[src/rtl/alu_ctrl_seq_pkg.sv]
// Shared constants for the ALU control sequencer: funct codes, alu_op classes,
// select encodings, FSM state type and the per-select latency helper.
package alu_ctrl_pkg;

  localparam logic [5:0] FUNCT_SLL  = 6'h00;
  localparam logic [5:0] FUNCT_SRL  = 6'h02;
  localparam logic [5:0] FUNCT_SRA  = 6'h03;
  localparam logic [5:0] FUNCT_MULT = 6'h18;
  localparam logic [5:0] FUNCT_DIV  = 6'h1A;
  localparam logic [5:0] FUNCT_ADD  = 6'h20;
  localparam logic [5:0] FUNCT_SUB  = 6'h22;
  localparam logic [5:0] FUNCT_AND  = 6'h24;
  localparam logic [5:0] FUNCT_OR   = 6'h25;
  localparam logic [5:0] FUNCT_XOR  = 6'h26;
  localparam logic [5:0] FUNCT_NOR  = 6'h27;
  localparam logic [5:0] FUNCT_SLT  = 6'h2A;

  localparam int unsigned ALUOP_RTYPE = 0;
  localparam int unsigned ALUOP_ADD   = 1;
  localparam int unsigned ALUOP_AND   = 2;
  localparam int unsigned ALUOP_OR    = 3;
  localparam int unsigned ALUOP_SUB   = 4;
  localparam int unsigned ALUOP_SLT   = 5;
  localparam int unsigned ALUOP_XOR   = 6;

  localparam int unsigned SEL_ADD  = 0;
  localparam int unsigned SEL_SUB  = 1;
  localparam int unsigned SEL_AND  = 2;
  localparam int unsigned SEL_OR   = 3;
  localparam int unsigned SEL_SLL  = 4;
  localparam int unsigned SEL_SRL  = 5;
  localparam int unsigned SEL_SLT  = 6;
  localparam int unsigned SEL_XOR  = 7;
  localparam int unsigned SEL_NOR  = 8;
  localparam int unsigned SEL_SRA  = 9;
  localparam int unsigned SEL_MULT = 10;
  localparam int unsigned SEL_DIV  = 11;

  typedef enum logic {
    IDLE = 1'b0,
    BUSY = 1'b1
  } state_e;

  // Cycles from accept to out_valid; everything outside the MD unit is single-cycle.
  function automatic int unsigned sel_latency(input int unsigned sel,
                                              input int unsigned mul_lat,
                                              input int unsigned div_lat);
    if (sel == SEL_MULT) return mul_lat;
    if (sel == SEL_DIV)  return div_lat;
    return 1;
  endfunction

endpackage

[src/rtl/alu_ctrl_seq_if.sv]
// Handshake and result bundle between the ID/EX stage and the ALU control sequencer.
// master = upstream/driver side, slave = the sequencer.
interface alu_ctrl_seq_if #(
  parameter int SEL_W   = 4,
  parameter int ALUOP_W = 3
);
  logic               in_valid;
  logic               in_ready;
  logic [5:0]         funct;
  logic [ALUOP_W-1:0] alu_op;
  logic               flush;
  logic [SEL_W-1:0]   select;
  logic               multicycle;
  logic               out_valid;
  logic               illegal;
  logic               stall;
  logic [15:0]        stall_cnt;

  modport master (
    output in_valid, funct, alu_op, flush,
    input  in_ready, select, multicycle, out_valid, illegal, stall, stall_cnt
  );

  modport slave (
    input  in_valid, funct, alu_op, flush,
    output in_ready, select, multicycle, out_valid, illegal, stall, stall_cnt
  );
endinterface

[src/rtl/alu_ctrl_seq_decode.sv]
// Combinational decode of (funct, alu_op) into select / multicycle / illegal.
// Every path assigns select, so an unlisted code always yields select=0.
module alu_ctrl_decode
  import alu_ctrl_pkg::*;
#(
  parameter int SEL_W   = 4,
  parameter int ALUOP_W = 3
) (
  input  logic [5:0]         funct_i,
  input  logic [ALUOP_W-1:0] alu_op_i,
  output logic [SEL_W-1:0]   select_o,
  output logic               multicycle_o,
  output logic               illegal_o
);

  always_comb begin
    select_o     = '0;
    multicycle_o = 1'b0;
    illegal_o    = 1'b0;
    if (alu_op_i == '0) begin
      case (funct_i)
        FUNCT_ADD:  select_o = SEL_W'(SEL_ADD);
        FUNCT_SUB:  select_o = SEL_W'(SEL_SUB);
        FUNCT_AND:  select_o = SEL_W'(SEL_AND);
        FUNCT_OR:   select_o = SEL_W'(SEL_OR);
        FUNCT_SLL:  select_o = SEL_W'(SEL_SLL);
        FUNCT_SRL:  select_o = SEL_W'(SEL_SRL);
        FUNCT_SLT:  select_o = SEL_W'(SEL_SLT);
        FUNCT_XOR:  select_o = SEL_W'(SEL_XOR);
        FUNCT_NOR:  select_o = SEL_W'(SEL_NOR);
        FUNCT_SRA:  select_o = SEL_W'(SEL_SRA);
        FUNCT_MULT: begin
          select_o     = SEL_W'(SEL_MULT);
          multicycle_o = 1'b1;
        end
        FUNCT_DIV: begin
          select_o     = SEL_W'(SEL_DIV);
          multicycle_o = 1'b1;
        end
        default:    illegal_o = 1'b1;
      endcase
    end else begin
      case (32'(alu_op_i))
        ALUOP_ADD: select_o = SEL_W'(SEL_ADD);
        ALUOP_AND: select_o = SEL_W'(SEL_AND);
        ALUOP_OR:  select_o = SEL_W'(SEL_OR);
        ALUOP_SUB: select_o = SEL_W'(SEL_SUB);
        ALUOP_SLT: select_o = SEL_W'(SEL_SLT);
        ALUOP_XOR: select_o = SEL_W'(SEL_XOR);
        default:   illegal_o = 1'b1;
      endcase
    end
  end

endmodule

[src/rtl/alu_ctrl_seq.sv]
// ALU control sequencer: registers the decoded select and sequences mult/div with a
// busy counter that drives the pipeline stall. Optional macro ALU_CTRL_SEQ_STALL_CNT_EN.
module alu_ctrl_seq
  import alu_ctrl_pkg::*;
#(
  parameter int          SEL_W   = 4,
  parameter int          ALUOP_W = 3,
  parameter int unsigned MUL_LAT = 4,
  parameter int unsigned DIV_LAT = 32
) (
  input logic           clk,
  input logic           rst,
  alu_ctrl_seq_if.slave bus
);

  localparam int unsigned MAX_LAT = (MUL_LAT > DIV_LAT) ? MUL_LAT : DIV_LAT;
  localparam int          CNT_W   = $clog2(MAX_LAT);

  state_e             state_q;
  logic [CNT_W-1:0]   cnt_q;
  logic [SEL_W-1:0]   select_q;
  logic               multicycle_q;
  logic               illegal_q;
  logic               out_valid_q;

  logic [SEL_W-1:0]   dec_select;
  logic               dec_multicycle;
  logic               dec_illegal;
  logic               accept;
  logic [CNT_W-1:0]   load_d;

  alu_ctrl_decode #(
    .SEL_W   (SEL_W),
    .ALUOP_W (ALUOP_W)
  ) u_decode (
    .funct_i      (bus.funct),
    .alu_op_i     (bus.alu_op),
    .select_o     (dec_select),
    .multicycle_o (dec_multicycle),
    .illegal_o    (dec_illegal)
  );

  assign accept = bus.in_valid & (state_q == IDLE) & ~bus.flush;
  assign load_d = CNT_W'(sel_latency(32'(dec_select), MUL_LAT, DIV_LAT) - 1);

  // out_valid is raised on the edge where the counter steps 1->0, so it is visible
  // in the LAT-th cycle after accept; the following edge returns to IDLE.
  always_ff @(posedge clk or posedge rst) begin
    if (rst) begin
      state_q      <= IDLE;
      cnt_q        <= '0;
      select_q     <= '0;
      multicycle_q <= 1'b0;
      illegal_q    <= 1'b0;
      out_valid_q  <= 1'b0;
    end else begin
      out_valid_q <= 1'b0;
      case (state_q)
        IDLE: begin
          if (accept) begin
            select_q     <= dec_select;
            multicycle_q <= dec_multicycle;
            illegal_q    <= dec_illegal;
            if (dec_multicycle) begin
              state_q <= BUSY;
              cnt_q   <= load_d;
            end else begin
              out_valid_q <= 1'b1;
            end
          end
        end
        BUSY: begin
          if (bus.flush) begin
            state_q <= IDLE;
            cnt_q   <= '0;
          end else if (cnt_q == '0) begin
            state_q <= IDLE;
          end else begin
            cnt_q <= cnt_q - CNT_W'(1);
            if (cnt_q == CNT_W'(1)) out_valid_q <= 1'b1;
          end
        end
        default: state_q <= IDLE;
      endcase
    end
  end

  assign bus.in_ready   = (state_q == IDLE);
  assign bus.stall      = (state_q == BUSY);
  assign bus.select     = select_q;
  assign bus.multicycle = multicycle_q;
  assign bus.illegal    = illegal_q;
  assign bus.out_valid  = out_valid_q;

`ifdef ALU_CTRL_SEQ_STALL_CNT_EN
  logic [15:0] stall_cnt_q;

  // Saturating count of stalled cycles, cleared only by reset.
  always_ff @(posedge clk or posedge rst) begin
    if (rst) begin
      stall_cnt_q <= '0;
    end else if ((state_q == BUSY) && (stall_cnt_q != 16'hFFFF)) begin
      stall_cnt_q <= stall_cnt_q + 16'd1;
    end
  end

  assign bus.stall_cnt = stall_cnt_q;
`else
  assign bus.stall_cnt = '0;
`endif

endmodule

[src/flat_wrapper.sv]
// flat-port wrapper written by rule: the top's interface ports become plain ports
module alu_ctrl_seq_flat import alu_ctrl_pkg::*;
#(
  parameter int          SEL_W   = 4,
  parameter int          ALUOP_W = 3,
  parameter int unsigned MUL_LAT = 4,
  parameter int unsigned DIV_LAT = 32
)
  (clk, rst, bus_in_valid, bus_funct, bus_alu_op, bus_flush, bus_in_ready, bus_select, bus_multicycle, bus_out_valid, bus_illegal, bus_stall, bus_stall_cnt);
  alu_ctrl_seq_if #(.SEL_W(SEL_W), .ALUOP_W(ALUOP_W)) bus_i ();
  input logic clk;
  input logic rst;
  input wire logic [$bits(bus_i.in_valid)-1:0] bus_in_valid;
  input wire logic [$bits(bus_i.funct)-1:0] bus_funct;
  input wire logic [$bits(bus_i.alu_op)-1:0] bus_alu_op;
  input wire logic [$bits(bus_i.flush)-1:0] bus_flush;
  output wire logic [$bits(bus_i.in_ready)-1:0] bus_in_ready;
  output wire logic [$bits(bus_i.select)-1:0] bus_select;
  output wire logic [$bits(bus_i.multicycle)-1:0] bus_multicycle;
  output wire logic [$bits(bus_i.out_valid)-1:0] bus_out_valid;
  output wire logic [$bits(bus_i.illegal)-1:0] bus_illegal;
  output wire logic [$bits(bus_i.stall)-1:0] bus_stall;
  output wire logic [$bits(bus_i.stall_cnt)-1:0] bus_stall_cnt;
  assign bus_i.in_valid = bus_in_valid;
  assign bus_i.funct = bus_funct;
  assign bus_i.alu_op = bus_alu_op;
  assign bus_i.flush = bus_flush;
  assign bus_in_ready = bus_i.in_ready;
  assign bus_select = bus_i.select;
  assign bus_multicycle = bus_i.multicycle;
  assign bus_out_valid = bus_i.out_valid;
  assign bus_illegal = bus_i.illegal;
  assign bus_stall = bus_i.stall;
  assign bus_stall_cnt = bus_i.stall_cnt;
  alu_ctrl_seq #(.SEL_W(SEL_W), .ALUOP_W(ALUOP_W), .MUL_LAT(MUL_LAT), .DIV_LAT(DIV_LAT)) u_core (.clk(clk), .rst(rst), .bus(bus_i));
endmodule
[config.mk]
export PLATFORM = sky130hd
export DESIGN_NAME = alu_ctrl_seq_flat
export DESIGN_NICKNAME = d
export VERILOG_FILES = /design/src/rtl/alu_ctrl_seq_pkg.sv /design/src/rtl/alu_ctrl_seq_if.sv /design/src/rtl/alu_ctrl_seq_decode.sv /design/src/rtl/alu_ctrl_seq.sv /design/src/flat_wrapper.sv
export SDC_FILE = /design/constraint.sdc
export NUM_CORES = 1
export LEC_CHECK = 0
export CAP_MARGIN = 20
export CORE_ASPECT_RATIO = 0.75
export CORE_MARGIN = 3
export CORE_UTILIZATION = 45
export CTS_CLUSTER_SIZE = 8
export DETAILED_ROUTE_END_ITERATION = 8
export PLACE_DENSITY = 0.78
export SYNTH_ARGS = -nofsm -noshare
export SYNTH_HDL_FRONTEND = slang
export SYNTH_SLANG_ARGS = --single-unit
[constraint.sdc]
create_clock -name clk -period 2.3 [get_ports clk]
set_clock_uncertainty 0.1 [all_clocks]
set_input_delay 0.46 -clock clk [delete_from_list [all_inputs] [get_ports clk]]
set_output_delay 0.46 -clock clk [all_outputs]
set_load 0.01 [all_outputs]
Yosys cells after proc, flatten, opt, wreduce, memory -nomap -nowiden:

Index checks and enable logic that the tools add are counted.

* flip-flop bits (word level): 13
* bits of input ports: 13
* output and inout bits: 25
* logic and storage cells: 74

* $add $sub $neg: 2
* eq/ne operators: 23
* mux-type cells: 31
* bitwise operators: 4
* reduce and logical (&&, ||, !) cells: 8

Operators by type and width (count)
* case mux 4 bit (11 select lines): 1
* == test 6 bit (second input constant): 7
* two-way mux 5 bit: 6
* two-way mux 1 bit: 17
* case mux 3 bit (5 select lines): 1
* == test 6 x 2 -> 1 bit (second input constant): 2
* == test 6 x 5 -> 1 bit (second input constant): 2
* OR reduction 12 bit: 1
* case mux 5 bit (2 select lines): 1
* subtractor 5 x 1 -> 5 bit (second input constant): 2
* == test 3 bit (second input constant): 3
* == test 4 bit (second input constant): 2
* == test 3 x 2 -> 1 bit (second input constant): 2
* logical NOT 6 bit: 1
* two-way mux 3 bit: 2
* OR reduction 6 bit: 1
* == test 5 x 1 -> 1 bit (second input constant): 1
* logical NOT 5 bit: 1
* two-way mux 4 bit: 1
* inequality test 2 x 1 -> 1 bit (second input constant): 2
* case mux 1 bit (2 select lines): 2
* == test 3 x 1 -> 1 bit (second input constant): 1
* logical NOT 3 bit: 1
* inequality test 3 bit (second input constant): 1
* 5 further kinds: 7

Depth between registers and ports, before layout:

Gate-level depths: netlist of the first run.

* depth after elaboration: 12
* mapped depth: 7
* depth with buffers taken out: 7

By module:

A second synthesis of the first run with hierarchy kept.

* cell total of the unflattened synthesis: 130
* area, all modules: 1143.6 um^2

By module, submodules not included
* alu_ctrl_seq: instances 1, cells an instance 80, area an instance 814.5 um^2, sequential area each 325.3 um^2
* alu_ctrl_decode: instances 1, cells an instance 50, area an instance 329.1 um^2, sequential area each 0.0 um^2

Worst setup path before layout of the first run:

Ideal clock, no wire load.

* path kind: reg2reg
* from: register u_core.cnt_q[0]
* to: register u_core.cnt_q[2]
* setup time: 140 ps
* arrival time: 1566 ps
* required time: 2060 ps
* slack: 493 ps
* cell stages (with the launch flop): 8
* buffers on the path: 0
* period minus slack after synthesis: 1807 ps
* cells stage by stage: dfrtp_1 > inv_1 > ha_1 > or4b_4 > o21ai_2 > o21ai_2 > o211ai_2 > o311ai_2

* longest elaborated chain between the ends: 4
* elaborated cells between the ends (all ways): 7
* those cells by class: 1 x add/sub; 1 x eq/ne; 3 x mux; 2 x reduce/logical

Ends and longest elaborated chain
* start: declaration: RTL line alu_ctrl_seq.sv:20 `logic [CNT_W-1:0] cnt_q;`
* start signal: assignment: RTL line alu_ctrl_seq.sv:66 `cnt_q <= load_d;`
* start signal: assignment: RTL line alu_ctrl_seq.sv:79 `cnt_q <= cnt_q - CNT_W'(1);`
* subtractor 5 x 1 -> 5 bit: RTL line alu_ctrl_seq.sv:79
* two-way mux 5 bit: RTL line alu_ctrl_seq.sv:76 `end else if (cnt_q == '0) begin`
* two-way mux 5 bit: RTL line alu_ctrl_seq.sv:73 `if (bus.flush) begin`
* case mux 5 bit (2 select lines): RTL line alu_ctrl_seq.sv:58 `case (state_q)`

Parallel ways exist; a longest one is shown, timed or not. The select of a mux whose other input is x is not followed.
A chain may end at the register's enable or synchronous reset.

Worst setup path after layout of the first run:

* from: input port bus_funct[3]
* to: register u_core.cnt_q[2]

* longest elaborated chain between the ends: 12
* elaborated cells between the ends (all ways): 31
* those cells by class: 1 x add/sub; 13 x eq/ne; 14 x mux; 3 x reduce/logical

Ends and longest elaborated chain
* start: declaration: RTL line flat_wrapper.sv:14 `input wire logic [$bits(bus_i.funct)-1:0] bus_funct;`
* == test 6 x 5 -> 1 bit, or another cell as far along: RTL line alu_ctrl_seq_decode.sv:21 `case (funct_i)`
* case mux 4 bit (11 select lines): RTL line alu_ctrl_seq_decode.sv:21
* two-way mux 4 bit: RTL line alu_ctrl_seq_decode.sv:20 `if (alu_op_i == '0) begin`
* == test 4 bit (on tied branches): RTL line alu_ctrl_seq_pkg.sv:49, alu_ctrl_seq_pkg.sv:48
* two-way mux 1 bit / two-way mux 3 bit (equally long branches): RTL line alu_ctrl_seq_pkg.sv:49, alu_ctrl_seq_pkg.sv:48
* two-way mux 1 bit / two-way mux 3 bit (equally long branches): RTL line alu_ctrl_seq_pkg.sv:49 `if (sel == SEL_DIV) return div_lat;`
* two-way mux 5 bit: RTL line alu_ctrl_seq_pkg.sv:50 `return 1;`
* two-way mux 5 bit: RTL line alu_ctrl_seq_pkg.sv:49
* subtractor 5 x 1 -> 5 bit: RTL line alu_ctrl_seq.sv:44 `assign load_d = CNT_W'(sel_latency(32'(dec_select), MUL_LAT, DIV_LAT) - 1);`
* two-way mux 5 bit: RTL line alu_ctrl_seq.sv:64 `if (dec_multicycle) begin`
* two-way mux 5 bit: RTL line alu_ctrl_seq.sv:60 `if (accept) begin`
* case mux 5 bit (2 select lines): RTL line alu_ctrl_seq.sv:58

Parallel ways exist; a longest one is shown, timed or not. The select of a mux whose other input is x is not followed.

==> results of run 1 <==
per-layer routing:
layer,GRT usage (%),vias to the layer above
met3,5.09,0
met5,0,-
met2,21.5,48
li1,-,474
met4,3.66,0
met1,21.9,447
tightest hold or removal path, delay by kind of cell (launching register included):
kind | cells | cell delay [ns]
flops | 1 | 0.35
simple gates | 2 | 0.10
cell type report:
type	instances	share of cell area, %
clock buffer	4	1.98
multi-input combinational	106	49.3
timing repair buffer	28	19.8
tap	32	3.01
inverter	5	1.41
sequential	13	24.5
flip-flops by register name, indices dropped and copies added (netlist names):
signal                 count
u_core.bus.multicycle      1
u_core.bus.illegal         1
u_core.bus.out_valid       1
u_core.bus.stall           1
u_core.cnt_q               5
u_core.bus.select          4
where the power goes:
group / internal (mW) / switching (mW) / leakage (nW)
clock network: 0.0672 / 0.0730 / 0.0150
registers: 0.244 / 0.0102 / 0.163
logic: 0.0704 / 0.0787 / 0.452
total: 0.382 / 0.162 / 0.630
layout by cell type (no fill, tap or decap), types with 2 or more instances in the layout:
cell and instances:
buf_4 7, dfrtp_1 13, nand3_1 8, nand2_1 11
nand4_1 2, o21ai_1 3, inv_1 5, clkdlybuf4s50_1 21
conb_1 16, nor2b_1 3, a31oi_1 2, o21ai_0 10
a21oi_1 5, o21ai_2 2, nor3_1 3, a21o_1 2
clkbuf_4 3, nand2b_1 2, ha_1 3, nor2_1 13
final timing paths:
path                                 startpoint               endpoint  slack, ns  depth (start not counted)
max                                bus_funct[3]        u_core.cnt_q[2]       0.27                          6
min                        u_core.bus.select[3]   u_core.bus.select[3]       0.38                          2
max reg2reg                     u_core.cnt_q[0]        u_core.cnt_q[2]       0.35                          7
min reg2reg                u_core.bus.select[3]   u_core.bus.select[3]       0.38                          2
max in group asynchronous                   rst        u_core.cnt_q[1]       1.37                          2
min in group asynchronous                   rst  u_core.bus.multicycle       0.40                          2
stage by stage:
| step | instances | setup WS (ns) | area, um^2 | utilization [%] |
|---|---|---|---|---|
| 2_1_floorplan | 144 | 0.493 | 1150 | - |
| 6_report | 188 | 0.267 | 1330 | 61.7 |
| 4_1_cts | 188 | 0.294 | 1330 | 61.7 |
| 5_1_grt | 188 | 0.222 | 1330 | 61.7 |
| 3_3_place_gp | 184 | 0.106 | 1300 | 60.5 |
| 3_5_place_dp | 184 | -0.00461 | 1300 | 60.5 |
logic make-up (layout without fill, tap and decap cells):
family                     after synthesis  after routing  share of synthesized area [%]
other                                    1             16                          0.343
and+or+nand+nor                         52             52                           27.8
xor gates and xnor gates                 2              2                           1.60
muxes                                    1              1                          0.915
DFF                                     13             13                           29.7
AOI/OAI and AO/OA                       32             32                           20.7
buffers and inverters                   25             37                           15.4
adders and majority gates                3              3                           3.43
==> metrics.md, run 1 <==
| Metric | Value |
|---|---|
| Status | finished, final reports clean |
| Initial antenna violation count | 0 |
| Post-Syn Area | 1090 um^2 |
| PortBufs | 21 |
| Core area | 2150 um^2 |
| Fill cells | 180 |
| Period Utilization, post-route | 88.4% |
| Slowest stage cell, crit path | clkdlybuf4s50_1 |
| Antenna Cells | 0 |
| CP delay by family, top | compound AO/OA/AOI/OAI gates |
| Die height | 48.7 um |
| Vias | 969 |
| Max_cap viols | 0 |
| Leakage | 0.630 nW |
| Fraction of layout cells with a size suffix above 1 | 14.1% |
| Row count | 14 |
| Min cycle time layout | 2.03 ns |
| Cell count after synthesis | 129 |
| Multi-input logic area | 656 um^2 |
| Element type at the critical path end | flip-flop |
| Clock transition at the registers of the reported paths | 0.08 ns |
| Final hold violations | 0 |
| Drt drc | 0 |
| Metal1 wirelength | 1100 um |
| Clock tree from TritonCTS | yes |
| CP Buf/Inv Count | 1 |
| Largest area contributor in the netlist | dfrtp_1 |
| Die area | 3060 um^2 |
| Seq/Total Area, Yosys | 29.7% |
| CP Cell Sequence | clkdlybuf4s50_1 -> and4bb_2 -> o21ai_0 -> a311oi_2 -> o211ai_2 -> o311ai_2 |
| Worst path required time | 2.35 ns |
| First-pass GRT wire length | 3790 um |
| Starting Density | 50.8% |
| Seq cells post-synth | 13 |
| Crit path largest cell delay | 0.53 ns |
| Unrepaired setup endpoints after global routing | false |
| Clock buffer count from CTS | 3 |
| Final Wtd Congestion | 0.877 |
| Most frequent cell after synthesis | buf_4 |
| Top_reg_cell synth | dfrtp_1 |
| WL met2 | 1000 um |
| H-tree levels | 1 |
| Crit Path Class | input pin to flip-flop |
| Final ANT Viol Nets | 0 |
| Tot GR Track Use | 15.2% |
| Syn Area/Cell | 8.48 um^2 |
| Startpoint Class | input pin |
| Hold Slack | 0.380 ns |
| Worst-Skew Late Latency | 0.27 ns |
| EDFF count, synth | 0 |
| Post-synth cell types | 41 |
| Total wire length | 2320 um |
| Ys async rst share | 100% |
| Number of hold buffers added after cts | 0 |
| Gr ovfl total | 0 |
| Drt first pass iters | 4 |
| # nets final | 173 |
| Die X | 62.9 um |
| Final slew viol count | 0 |
| Crit path DAT | 2.08 ns |
| Synth top area share | 29.7% |
| Highest Clock Rate | 492 MHz |
| Storage cell area | 325 um^2 |
| Top layer in use | met3 |
| Post-DR wirelength/cell | 12.4 um |
| Iter 0 DRT Violations | 82 |
| Vias in the first global route | 851 |
| Routed wl met3 | 224 um |
| Root buf cell | clkbuf_4 |
| Peak fanout along the critical path | 6 |
| CTS sink count | 13 |
| # IOs | 38 |
| # Post-CTS Setup Buffers | 0 |
| Clock tree buffer depth | 2 |
| HPWL Detailed | 1880 um |
| Final Power | 544 uW |
| Ys Warns | 0 |
| Pin count of the biggest net entering global routing | 14 |
| TNS Setup | 0 ns |
| VDD IR max | 0.208 mV |
| Commonest cells post-synth | buf_4 (16), dfrtp_1 (13), nor2_1 (13) |
| PwrDens | 409 nW/um^2 |
| Vias/cell | 5.15 |
| Syn-to-layout area delta | 21.5% |
| Synth area leaders | dfrtp_1 (30%), buf_4 (11%), o21ai_0 (4.6%) |
| Final setup violation count | 0 |
| Worst min path class | flip-flop to flip-flop |
| PostCTS Resize Cnt | 0 |
Note: power is estimated with default switching activity, not from simulation.
==> inputs of run 2 (changes only) <==
Settings changed: RECOVER_POWER set to 50.
==> run 2 against run 1 <==
Routed wire length is 0.65% lower; critical path type unchanged; non-clock buffer count stayed put; combinational power is essentially flat; cell count unchanged; fmax is 3.4% lower; cell area did not move.
==> metrics.md, run 2 (synthesis gave the netlist of run 1 again) <==
| Metric | Value |
|---|---|
| Clock tree from TritonCTS | yes |
| Unrepaired setup endpoints after global routing | false |
| CTS sink count | 13 |
| Syn-to-layout area delta | 21.5% |
| First-pass GRT wire length | 3790 um |
| Reg with most FFs | u_core.cnt_q |
| Tot GR Track Use | 15.2% |
| Antenna Cells | 0 |
| Drt drc | 0 |
| Highest Clock Rate | 475 MHz |
| Final hold violations | 0 |
| PostCTS Resize Cnt | 0 |
| Startpoint Class | input pin |
| Clock transition at the registers of the reported paths | 0.08 ns |
| Post-DR wirelength/cell | 12.3 um |
| Inst Count DP | 184 |
| Vias | 964 |
| Final ANT Viol Nets | 0 |
| VDD IR max | 0.208 mV |
| Crit path largest cell delay | 0.64 ns |
| Final setup violation count | 0 |
| Crit Path Class | input pin to flip-flop |
| Reg2Reg Setup Slack | 0.35 ns |
| Iter 0 DRT Violations | 75 |
| Period Utilization, post-route | 91.5% |
| Pre-CTS setup slack | -0.00461 ns |
| Clk pwr share | 25.9% |
| # nets final | 173 |
| Vias in the first global route | 851 |
| Crit path DAT | 2.15 ns |
| Pin count of the biggest net entering global routing | 14 |
| Vias/cell | 5.13 |
| Max_cap viols | 0 |
| Switching part of the total | 29.8% |
| Worst path required time | 2.35 ns |
| Final slew viol count | 0 |
| Final Cell Area | 1330 um^2 |
| Clock buffer count from CTS | 3 |
| Die height | 48.7 um |
| PwrDens | 408 nW/um^2 |
| Leakage | 0.635 nW |
| # Post-CTS Setup Buffers | 0 |
| Initial antenna violation count | 0 |
| Most frequent cells in the layout | clkdlybuf4s50_1 (18), conb_1 (16), nor2_1 (13), dfrtp_1 (13), nand2_1 (11) |
| Gr ovfl total | 0 |
| Min cycle time layout | 2.10 ns |
| Post-DP Area | 1300 um^2 |
| CP delay by family, top | compound AO/OA/AOI/OAI gates |
| Fraction of layout cells with a size suffix above 1 | 13.5% |
| Clock tree buffer depth | 2 |
| Status | finished, final reports clean |
| Core area | 2150 um^2 |
| Worst-Skew Late Latency | 0.27 ns |
| P_int | 381 uW |
| Drt first pass iters | 4 |
| Seq pwr share | 46.9% |
| Root buf cell | clkbuf_4 |
| Total wire length | 2310 um |
| Worst min path class | flip-flop to flip-flop |
| Row count | 14 |
| Final Wtd Congestion | 0.877 |
| Max FFs per register | 5 |
| Post-Layout Cell Count | 188 |
| Die X | 62.9 um |
| CP Buf/Inv Count | 1 |
| Switching pwr | 162 uW |
| Peak fanout along the critical path | 6 |
| Starting Density | 50.8% |
| Commonest non-fill, non-tap cell in the layout | clkdlybuf4s50_1 |
| H-tree levels | 1 |
| PortBufs | 21 |
| Die area | 3060 um^2 |
| # IOs | 38 |
| Element type at the critical path end | flip-flop |
| CP Cell Sequence | dlygate4sd3_1 -> and4bb_1 -> o21ai_0 -> a311oi_2 -> o211ai_2 -> o311ai_2 |
| HPWL Detailed | 1880 um |
| Final Power | 542 uW |
| Slowest stage cell, crit path | dlygate4sd3_1 |
| Number of hold buffers added after cts | 0 |
| Setup ws final | 0.196 ns |
| Combinational fraction of design power | 27.2% |
-- run 2: cell count changes in the layout (fill, tap and decap cells not counted), sizes merged --
cell,change
dlygate4sd3,+3
clkdlybuf4s50,-3
-- run 2: metrics by stage --
step                      utilization, %  TNS (ns)  hold slack [ns]
after floorplan                        -         0            0.237
after global placement              60.5         0            0.352
after detailed placement            60.5  -0.00461            0.370
after CTS                           61.7         0            0.388
after global routing                61.7         0            0.424
final                               61.7         0            0.382
-- run 2: final cells by class --
type	instances	area [um^2]
Multi-Input combinational cell	106	656
Fill cell	180	826
Inverter	5	18.8
Timing Repair Buffer	28	263
Clock buffer	4	26.3
Tap cell	32	40.0
Sequential cell	13	325
-- run 2: final timing paths --
path,from,end,cells after the start
worst max-delay path,bus_funct[3],u_core.cnt_q[2],6
worst min-delay path,u_core.bus.select[3],u_core.bus.select[3],2
worst max register to register,u_core.cnt_q[0],u_core.cnt_q[2],7
max in group asynchronous,rst,u_core.cnt_q[1],2
min in group asynchronous,rst,u_core.bus.multicycle,2
worst min register to register,u_core.bus.select[3],u_core.bus.select[3],2
-- run 2: power by group through the flow --
stage / Clock [mW] / Combinational [mW] / Sequential (mW)
after floorplan: 0 / 0.0938 / 0.263
after global placement: 0 / 0.145 / 0.258
final: 0.140 / 0.148 / 0.254
after global routing: 0.152 / 0.162 / 0.257
after CTS: 0.145 / 0.148 / 0.255
after detailed placement: 0 / 0.148 / 0.259
-- run 2: tightest hold or removal path: stages, from the launching register on --
cell,delay [ns]
dfrtp_1,0.35
nand2_1,0.05
nand2_1,0.05
-- run 2: per-layer routing --
| metal | global-route usage (%) | vias to the layer above | wire length, um |
|---|---|---|---|
| met5 | 0 | - | 0 |
| met3 | 5.09 | 0 | 257 |
| met1 | 21.9 | 438 | 1050 |
| li1 | - | 474 | - |
| met4 | 3.66 | 0 | 0 |
| met2 | 21.5 | 52 | 1000 |
==> inputs of run 3 (changes only) <==
Settings changed: CAP_MARGIN 20 to unset, PLACE_DENSITY 0.78 to 0.77, SYNTH_HIERARCHICAL set to 1.
==> run 3 against run 2 <==
Cell area is 13% higher; critical path type unchanged; routed wire length is 20% higher; synthesized cell count is 0.78% higher; die area is 4.1% higher; fmax is 7.0% lower; critical path depth is 3 higher.
==> metrics.md, run 3 <==
| Metric | Value |
|---|---|
| Initial antenna violation count | 0 |
| Post-DR wirelength/cell | 13.4 um |
| # IOs | 38 |
| Max_cap viols | 0 |
| Tot GR Track Use | 17.5% |
| Period Utilization, post-route | 98.4% |
| Die height | 49.7 um |
| Element type at the critical path end | flip-flop |
| Seq cells post-synth | 13 |
| PwrDens | 381 nW/um^2 |
| Post-Syn Area | 1140 um^2 |
| Status | finished, final reports clean |
| Vias/cell | 5.18 |
| Number of hold buffers added after cts | 0 |
| Synth area leaders | dfrtp_1 (28%), buf_4 (12%), mux2_2 (4.9%) |
| Syn Area/Cell | 8.80 um^2 |
| Switching pwr | 175 uW |
| Worst Max-Slew Pin Slew | 0.519 ns |
| HPWL Detailed | 2160 um |
| Crit Path Class | input pin to flip-flop |
| Drt drc | 0 |
| Core area | 2360 um^2 |
| Clock tree buffer depth | 2 |
| Commonest cells post-synth | buf_4 (18), dfrtp_1 (13), nor2_1 (13) |
| Drt first pass iters | 4 |
| Worst min path class | flip-flop to flip-flop |
| Most frequent CP cell | nor2_1 |
| Syn-to-layout area delta | 31.4% |
| Highest Clock Rate | 442 MHz |
| Worst-Skew Late Latency | 0.28 ns |
| Top_reg_cell synth | dfrtp_1 |
| Cell count after synthesis | 130 |
| Min cycle time layout | 2.26 ns |
| Slew headroom | 65.4% |
| Reg2Reg Setup Slack | 0.45 ns |
| Ys async rst share | 100% |
| Final Util | 63.5% |
| CP delay by family, top | compound AO/OA/AOI/OAI gates |
| Post-DP Area | 1460 um^2 |
| Commonest non-fill, non-tap cell in the layout | buf_4 |
| Die X | 64.2 um |
| Die area | 3190 um^2 |
| Pin count of the biggest net entering global routing | 14 |
| Post-synth cell types | 46 |
| Largest area contributor in the netlist | dfrtp_1 |
| Ys Warns | 6 |
| PortBufs | 21 |
| Vias | 1067 |
| Most frequent cell after synthesis | buf_4 |
| H-tree levels | 1 |
| Switching part of the total | 30.6% |
| # Post-CTS Setup Buffers | 0 |
| Startpoint Class | input pin |
| Synth top area share | 28.4% |
| Row count | 15 |
| TNS Setup | 0 ns |
| Worst path required time | 2.37 ns |
| Slowest stage cell, crit path | clkdlybuf4s50_1 |
| CP Cell Sequence | clkdlybuf4s50_1 -> nand2b_1 -> a21oi_1 -> nor2_1 -> o41ai_2 -> nor2_1 -> nand3_1 -> o21ai_0 -> mux2_4 |
| # nets final | 188 |
| Crit path DAT | 2.34 ns |
| Fraction of layout cells with a size suffix above 1 | 25.6% |
| Seq/Total Area, Yosys | 28.4% |
| CTS sink count | 13 |
| Starting Density | 48.4% |
| PostCTS Resize Cnt | 0 |
| Clock transition at the registers of the reported paths | 0.09 ns |
| Reg with most FFs | u_core/cnt_q |
| Final slew viol count | 0 |
| Antenna Cells | 0 |
| Most frequent cells in the layout | buf_4 (23), clkdlybuf4s50_1 (17), conb_1 (16) |
| Iter 0 DRT Violations | 66 |
| EDFF count, synth | 0 |
| First-pass GRT wire length | 4440 um |
| Max FFs per register | 5 |
| Clock tree from TritonCTS | yes |
| Final hold violations | 0 |
| Final Cell Area | 1500 um^2 |
| Gr ovfl total | 0 |
| Crit path largest cell delay | 0.44 ns |
| P_int | 397 uW |
| Root buf cell | clkbuf_4 |
| Vias in the first global route | 999 |
| Peak fanout along the critical path | 3 |
| Leakage | 0.711 nW |
| Seq pwr share | 43.4% |
| Clock buffer count from CTS | 3 |
| Total wire length | 2770 um |
| Final ANT Viol Nets | 0 |
| Final Wtd Congestion | 0.894 |
| Hold Slack | 0.384 ns |
| VDD IR max | 0.290 mV |
| Final setup violation count | 0 |
| Combinational fraction of design power | 30.7% |
| CP Buf/Inv Count | 1 |
| Final Power | 572 uW |
| Clk pwr share | 25.9% |
[run 3: changes by cell type in the layout (fill, tap and decap cells not counted), sizes merged, moves of 3 or more]
cell | previous run | this run
nand3 | 8 | 1
mux2 | 0 | 7
inv | 5 | 8
buf | 7 | 23
o21ai | 15 | 9
a21oi | 5 | 8
o22ai | 0 | 3
nand2b | 2 | 6
nand2 | 11 | 7
nor2b | 3 | 0
[run 3: worst register-to-register path, cell delays in order (launching register included)]
cell and delay (ns):
dfrtp_1 0.61, nand2b_4 0.13, or3_4 0.38, o22ai_4 0.21
mux2_4 0.32
[run 3: per-layer routing]
layer / part of all wire [%] / vias up / global-route usage (%)
met5: 0 / - / 0
li1: - / 514 / -
met4: 0 / 0 / 1.75
met3: 9.4 / 0 / 5.24
met2: 47 / 66 / 30.2
met1: 43 / 487 / 22.5
[run 3: metrics by stage]
stage	std cells	setup WS [ns]
after floorplan	145	0.237
after global placement	202	-0.262
after detailed placement	202	-0.271
after CTS	206	0.0361
after global routing	206	-0.0667
final	206	0.0369
[run 3: cell type report]
cell class                 instances  area (um^2)
timing repair buffer              44          388
clock buffer                       3         22.5
tap                               34         42.5
fill                             200          862
multi-input combinational        103          689
sequential                        13          325
inverter                           8         30.0
clock inverter                     1         5.00
[run 3: power groups by stage]
stage | logic, mW | registers, mW | clock network (mW)
2_1_floorplan | 0.0973 | 0.258 | 0
4_1_cts | 0.173 | 0.249 | 0.153
6_report | 0.176 | 0.249 | 0.148
3_3_place_gp | 0.168 | 0.252 | 0
3_5_place_dp | 0.172 | 0.253 | 0
5_1_grt | 0.189 | 0.251 | 0.165
[run 3: logic make-up after synthesis]
kind of cell	count (synthesis)	share of synthesized area, %
buffers and inverters	29	16.8
XOR/XNOR	1	0.766
multiplexers	8	8.42
AO/OA/AOI/OAI	33	20.5
flip-flops	13	28.4
other	1	0.328
AND/OR/NAND/NOR	43	22.5
adder cells (fa/ha/maj)	2	2.19
[run 3: path summary, 6_finish.rpt]
| kind | from | endpoint | depth (start not counted) |
|---|---|---|---|
| min | u_core/bus.multicycle | u_core/bus.multicycle | 2 |
| max in group asynchronous | rst | u_core/cnt_q[1] | 2 |
| min in group asynchronous | rst | u_core/bus.select[3] | 2 |
| max reg2reg | u_core/bus.stall | u_core/cnt_q[0] | 4 |
| min reg2reg | u_core/bus.multicycle | u_core/bus.multicycle | 2 |
| max | bus_funct[3] | u_core/cnt_q[0] | 9 |
==> variant (settings of run 3) <==
The option `ALU_CTRL_SEQ_STALL_CNT_EN` is turned on by a define.
--- a/src/rtl/alu_ctrl_seq.sv
+++ b/src/rtl/alu_ctrl_seq.sv
@@ -1,5 +1,7 @@
 // ALU control sequencer: registers the decoded select and sequences mult/div with a
 // busy counter that drives the pipeline stall. Optional macro ALU_CTRL_SEQ_STALL_CNT_EN.
+`define ALU_CTRL_SEQ_STALL_CNT_EN
+
 module alu_ctrl_seq
   import alu_ctrl_pkg::*;
 #(
Function: changed (a bounded check fails within 4 cycles, from zero or initial values and one cycle with rst high).
==> variant against run 3 <==
  * Combinational power down 9%
  * Synthesized area grew 57%
  * Count of clock-buffer cells in the layout grew 3
  * Worst setup slack improved by 0.083 ns
  * Non-clock buffer count grew 20
  * Final cell count up 48%
  * Hold slack gained 0.034 ns
  * Largest cell class unchanged
  * Design area grew 63%
  * Wire length increased by 62%
  * Total power is 91% higher
  * Sequential cell count grew 16
  * Die area up 50%
  * Via count is 58% higher
==> variant: results <==
metrics = {
    "final_layout": {
        "finish.net_count": 268,
        "area_delta_synth_final_pct": 36.26,
        "clockBufferCount": 6,
        "multi_input_area_share_pct": 39.94,
        "layout.filler_cells": 318,
        "post_route_cells_drive_above_1_share_pct": 20.16,
    },
    "power": {
        "power.ir.vdd_worst_uv": 430.5,
        "net-switching-power_uw": 274.8,
    },
    "detailed_routing": {
        "detailedRoute.firstIterationViolations": 154,
        "detailroute.wirelength.met2_mm": 1.891,
    },
    "min_path": {
        "holdPathEnd": "u_core/bus.select[1]",
    },
    "synth": {
        "post_synth.cell_area_avg_um2": 9.615,
        "post_synth_xor_area_fraction_pct": 4.871,
        "synth_compound_area_share_pct": 15.52,
        "yosys.area_share.adder_pct": 2.088,
        "ys_seq_area_share_pct": 40.36,
    },
    "run_status": {
        "outcome": "complete, no violations",
    },
    "worst_setup_path": {
        "critical_path.reg2reg.startpoint": "u_core/bus.stall_cnt[0]",
        "endpoint": "u_core/cnt_q[2]",
        "critical_path_arrival_ns": 2.27,
        "worstSetupStartpoint": "bus_funct[0]",
    },
    "clock_tree": {
        "clock_sink_count": 29,
        "root_buffer": "sky130_fd_sc_hd__clkbuf_8",
        "cts_buffers": 5,
    },
    "global_route": {
        "grtUsageMet1_pct": 30.82,
    },
    "placed_design": {
        "place_hpwl_mm": 3.469,
    },
}
## variant: cell types whose count changed after synthesis, sizes merged, moves of 3 or more
cell / delta
a31oi: +5
buf: -15
dfrtp: +16
nand3: +6
nand4: +4
nor2: +8
nor3: +4
o21ai: +3
xor2: +7
## variant: worst max-delay path, cell delays in order
cell and delay [ns]:
sky130_fd_sc_hd__clkdlybuf4s50_1 0.43, sky130_fd_sc_hd__inv_2 0.11, sky130_fd_sc_hd__nand4_4 0.09, sky130_fd_sc_hd__a211o_1 0.33, sky130_fd_sc_hd__o22ai_2 0.17, sky130_fd_sc_hd__nand4bb_1 0.15, sky130_fd_sc_hd__or2_4 0.26, sky130_fd_sc_hd__a21boi_0 0.12
sky130_fd_sc_hd__o21ai_0 0.16
## variant: power by group through the flow
stage	registers, mW	logic [mW]	clock network [mW]
2_1_floorplan	0.546	0.0679	0
3_3_place_gp	0.541	0.163	0
3_5_place_dp	0.540	0.164	0
4_1_cts	0.531	0.164	0.410
5_1_grt	0.532	0.176	0.431
6_report	0.531	0.161	0.401
